===== src/rtl/l1_data_array.sv =====
// L1 cache way storage: byte-masked writes, per-entry valid bits,
// registered write-first read, and a sequential clear sweep.
module l1_data_array #(
    parameter int WIDTH = 128,
    parameter int DEPTH = 8,
    localparam int AW = $clog2(DEPTH),
    localparam int NB = WIDTH / 8
) (
    input  logic             clk,
    input  logic             rst_n,
    input  logic             flush,
    output logic             busy,
    input  logic             we,
    input  logic [AW-1:0]    waddr,
    input  logic [NB-1:0]    wmask,
    input  logic [WIDTH-1:0] wdata,
    input  logic [AW-1:0]    raddr,
    output logic [WIDTH-1:0] rdata,
    output logic             rhit
);

    typedef enum logic {
        CLEAR = 1'b0,
        IDLE  = 1'b1
    } state_t;

    state_t state;
    state_t state_nxt;

    logic [WIDTH-1:0] mem [DEPTH];
    logic [DEPTH-1:0] valid;
    logic [AW-1:0]    clr_ptr;
    logic [WIDTH-1:0] merged;
    logic             wr_en;
    logic             last;

    assign busy  = (state == CLEAR);
    assign last  = (clr_ptr == AW'(DEPTH - 1));
    // flush wins over a same-cycle write
    assign wr_en = (state == IDLE) && we && !flush;

    always_comb begin
        merged = mem[waddr];
        for (int i = 0; i < NB; i++) begin
            if (wmask[i]) begin
                merged[8*i +: 8] = wdata[8*i +: 8];
            end
        end
    end

    always_comb begin
        state_nxt = state;
        unique case (state)
            CLEAR: begin
                if (!flush && last) begin
                    state_nxt = IDLE;
                end
            end
            IDLE: begin
                if (flush) begin
                    state_nxt = CLEAR;
                end
            end
            default: state_nxt = CLEAR;
        endcase
    end

    always_ff @(posedge clk or negedge rst_n) begin
        if (!rst_n) begin
            state <= CLEAR;
        end else begin
            state <= state_nxt;
        end
    end

    // pointer wraps to 0 on the sweep exit, leaving it ready for the next flush
    always_ff @(posedge clk or negedge rst_n) begin
        if (!rst_n) begin
            clr_ptr <= '0;
        end else if (flush) begin
            clr_ptr <= '0;
        end else if (state == CLEAR) begin
            clr_ptr <= clr_ptr + 1'b1;
        end
    end

    always_ff @(posedge clk or negedge rst_n) begin
        if (!rst_n) begin
            valid <= '0;
        end else if (flush) begin
            valid <= '0;
        end else if (state == CLEAR) begin
            valid[clr_ptr] <= 1'b0;
        end else if (wr_en) begin
            valid[waddr] <= 1'b1;
        end
    end

    always_ff @(posedge clk) begin
        if (state == CLEAR) begin
            mem[clr_ptr] <= '0;
        end else if (wr_en) begin
            mem[waddr] <= merged;
        end
    end

    always_ff @(posedge clk or negedge rst_n) begin
        if (!rst_n) begin
            rdata <= '0;
            rhit  <= 1'b0;
        end else if (state == CLEAR) begin
            rdata <= '0;
            rhit  <= 1'b0;
        end else if (wr_en && (waddr == raddr)) begin
            rdata <= merged;
            rhit  <= 1'b1;
        end else begin
            rdata <= mem[raddr];
            rhit  <= valid[raddr];
        end
    end

endmodule


===== config.mk =====
export PLATFORM = sky130hd
export DESIGN_NAME = l1_data_array
export DESIGN_NICKNAME = d
export VERILOG_FILES = /design/src/rtl/l1_data_array.sv
export SDC_FILE = /design/constraint.sdc
export NUM_CORES = 2
export LEC_CHECK = 0
export CORE_UTILIZATION = 48
export CTS_CLUSTER_DIAMETER = 100
export DETAILED_ROUTE_END_ITERATION = 7
export PLACE_DENSITY = 0.66
export SKIP_LAST_GASP = 1
export SYNTH_ARGS = -nofsm -noshare
export SYNTH_HDL_FRONTEND = slang
export SYNTH_SLANG_ARGS = --single-unit
export TNS_END_PERCENT = 1

===== constraint.sdc =====
create_clock -name clk -period 19.7 [get_ports clk]
set_input_delay 3.94 -clock clk [delete_from_list [all_inputs] [get_ports clk]]
set_output_delay 3.94 -clock clk [all_outputs]
set_load 0.005 [all_outputs]

==> impl_metrics.env <==
export IMPL_status="finished clean"
export IMPL_leakage_nw=21.7
export IMPL_crit_path_start_kind="input port"
export IMPL_syn_area_per_cell_um2=15.3
export IMPL_fin_total_pwr_mw=5.76
export IMPL_fin_setup_tns_ns=0
export IMPL_root_buffer="clkbuf_16"
export IMPL_hpwlAfterDp_um=92200
export IMPL_slowest_stage="clkdlybuf4s50_1"
export IMPL_synth_nets=3865
export IMPL_ys_seq_area_share_pct=60.2
export IMPL_ys_top_cells_by_area="edfxtp_1, mux4_2, dfrtp_1"
export IMPL_max_cap_viol_count=0
export IMPL_synth_warnings=0
export IMPL_postRouteWirelength_um=170000
export IMPL_worstMarginPinSlew_ns=1.24
export IMPL_pin_count=284
export IMPL_period_share_pct=41.8
export IMPL_synth_edf_count=1024
export IMPL_cp_required_ns=20.01
export IMPL_setup_viol=0
export IMPL_worst_setup_path_type="in -> reg"
export IMPL_synth_top_cell_area_share_pct=54.0
export IMPL_final_cell_mix="edfxtp_1, mux4_2, clkdlybuf4s50_1, mux2_2, nor2_1"
export IMPL_holdBufCountCts=0
export IMPL_synth_cell_types=64
export IMPL_r2r_slack_ns=15.02
export IMPL_async_flop_share_pct=12.1
export IMPL_worst_path_buf_inv=4
export IMPL_antenna_found_initial=7
export IMPL_clkPwrFrac_pct=40.6
export IMPL_internal_power_mw=4.41
export IMPL_drive_above_1_share_pct=20.1
export IMPL_finClkSkew_ns=0.0254
export IMPL_post_cts_resized=0
export IMPL_clkSlewWorstSetupHoldPaths_ns=0.06
export IMPL_grt_pass1_wl_um=250000
export IMPL_power_frac_seq_pct=49.2
export IMPL_fin_area_um2=64700
export IMPL_cp_common_cell="buf_4"
export IMPL_drt_first_iter_violations=3548
export IMPL_switching_share_pct=23.4
export IMPL_hold_viol=0
export IMPL_die_area_um2=120000
export IMPL_cp_cell_sequence="clkdlybuf4s50_1, nand3b_1, buf_12, nand2_1, nor2_1, a41o_4, buf_4, buf_4"
export IMPL_relSlewSlack_pct=17.1
export IMPL_cts_sinks=1165
export IMPL_gp_congestion=0.802
export IMPL_ir_worst_vdd_mv=0.0711
export IMPL_worst_setup_path_end_kind="flip-flop"
export IMPL_viasPerCell=6.82
export IMPL_grt_ovfl_total=0
export IMPL_area_growth_pct=13.8
export IMPL_port_buffers=283
export IMPL_hp_class="reg -> reg"
export IMPL_insertion_delay_ns=0.71
export IMPL_grt_pass1_vias=38100
export IMPL_p_per_area_nw_per_um2=88.9
export IMPL_clk_path_buf_depth=3
export IMPL_min_period_ns=8.24
export IMPL_switchingPower_mw=1.35
export IMPL_dpl_cell_area_um2=60700
export IMPL_max_freq_mhz=121
export IMPL_cts_buffers=119
export IMPL_grt_max_degree=112
export IMPL_ant_nets=0
export IMPL_critPathMaxFanout=98
export IMPL_nets=3998
export IMPL_fillers=9143
export IMPL_vias=37300
export IMPL_coreArea_um2=117000
export IMPL_rsz0062_at_grt="no"
export IMPL_initial_core_util_pct=48.7
export IMPL_ys_ff_latch=1165
export IMPL_cts_tree="built"
export IMPL_synthFlopType="edfxtp_1"
export IMPL_final_common_cell="edfxtp_1"
export IMPL_fp_dieH_um=346
export IMPL_combPwrFrac_pct=10.2
export IMPL_critical_path_arrival_ns=8.55
export IMPL_syn_cell_area_um2=56900
export IMPL_yosys_area_top_type="edfxtp_1"
export IMPL_crit_path_max_incr_delay_ns=0.91
export IMPL_post_route_drc_count=0
export IMPL_cts_setup_buffers=0
export IMPL_synthCells=3709
export IMPL_die_w_um=346
export IMPL_critPathTopFamily="buffers and inverters"
export IMPL_htreeDepth=3
export IMPL_first_pass_iters=5
export IMPL_report_final_slew_viol_count=0
export IMPL_track_usage_pct=28.1
export IMPL_placementRows=125
export IMPL_wl_per_cell_um=31.1
==> final timing paths <==
| kind | start | to | cells past startpoint |
|---|---|---|---|
| max reg2reg | state$_DFF_PN0_ | mem[6][19]$_DFFE_PP_ | 8 |
| min | valid[3]$_DFFE_PN0P_ | valid[3]$_DFFE_PN0P_ | 2 |
| max in group asynchronous | rst_n | valid[5]$_DFFE_PN0P_ | 2 |
| min reg2reg | valid[3]$_DFFE_PN0P_ | valid[3]$_DFFE_PN0P_ | 2 |
| min in group asynchronous | rst_n | rdata[119]$_DFF_PN0_ | 1 |
| max | flush | mem[6][19]$_DFFE_PP_ | 8 |
==> through the flow <==
stage	hold slack, ns	cells	worst slack [ns]	util, %
after floorplan	0.510	3709	5.13	-
after global placement	0.557	5245	10.76	51.9
after detailed placement	0.551	5245	10.74	51.9
after CTS	0.566	5471	11.48	55.4
after global routing	0.595	5471	11.33	55.4
final	0.562	5472	11.46	55.4
==> per-layer routing <==
metal	wire, um	up-vias	global-route usage [%]
li1	-	15600	-
met1	67200	19400	37.8
met2	81500	1963	45.6
met3	15300	387	4.96
met4	6290	8	10.8
met5	53	-	0
==> power groups by stage <==
stage	Clock, mW	Sequential (mW)	Combinational [mW]
after CTS	2.36	2.83	0.587
after detailed placement	0	2.88	0.584
after global routing	2.45	2.84	0.620
final	2.34	2.83	0.589
after floorplan	0	2.89	0.392
after global placement	0	2.88	0.582
==> cells in the mapped netlist, types with 31 or more instances <==
library cell	n
nand2b_1	34
dfrtp_1	141
a221o_1	76
a2111oi_0	68
mux2_2	174
a31oi_1	31
nor4b_1	36
edfxtp_1	1024
nand3_1	32
buf_4	53
a311o_1	88
clkbuf_1	161
nand2_1	68
a21oi_1	114
nor2_1	174
a211oi_1	142
and2_1	54
buf_2	104
mux2i_1	117
nor3_1	164
nor2b_1	169
mux4_2	311
and4_1	54
==> tightest hold or removal path: stages, from the launching register on <==
cell and delay [ns]:
dfrtp_1 0.35, a21oi_1 0.05, nor3_1 0.11
==> state kept, by name (all words and copies together) (netlist names) <==
register,flops
state,1
mem,1024
clr_ptr,3
rdata,128
valid,8
rhit,1
==> layout make-up <==
cell class                 instances  area [um2]  share of cell area, %
antenna                            1        2.50                0.00386
inverter                          17        76.3                  0.118
clock inverter                    63         684                   1.06
multi-input combinational       2178       20900                   32.3
tap                             1524        1910                   2.95
clock buffer                     163        3380                   5.22
sequential                      1165       34300                   52.9
timing repair buffer             361        3510                   5.43
==> kinds of logic after synthesis <==
logic type / count (synthesis) / share of synthesized area (%)
AOI/OAI and AO/OA: 697 / 9.82
xor gates and xnor gates: 4 / 0.0616
adders and majority gates: 2 / 0.0440
buffers and inverters: 366 / 3.23
DFF: 1165 / 60.2
muxes: 611 / 18.0
and+or+nand+nor: 864 / 8.62
Power figures use the tool's default switching activity.
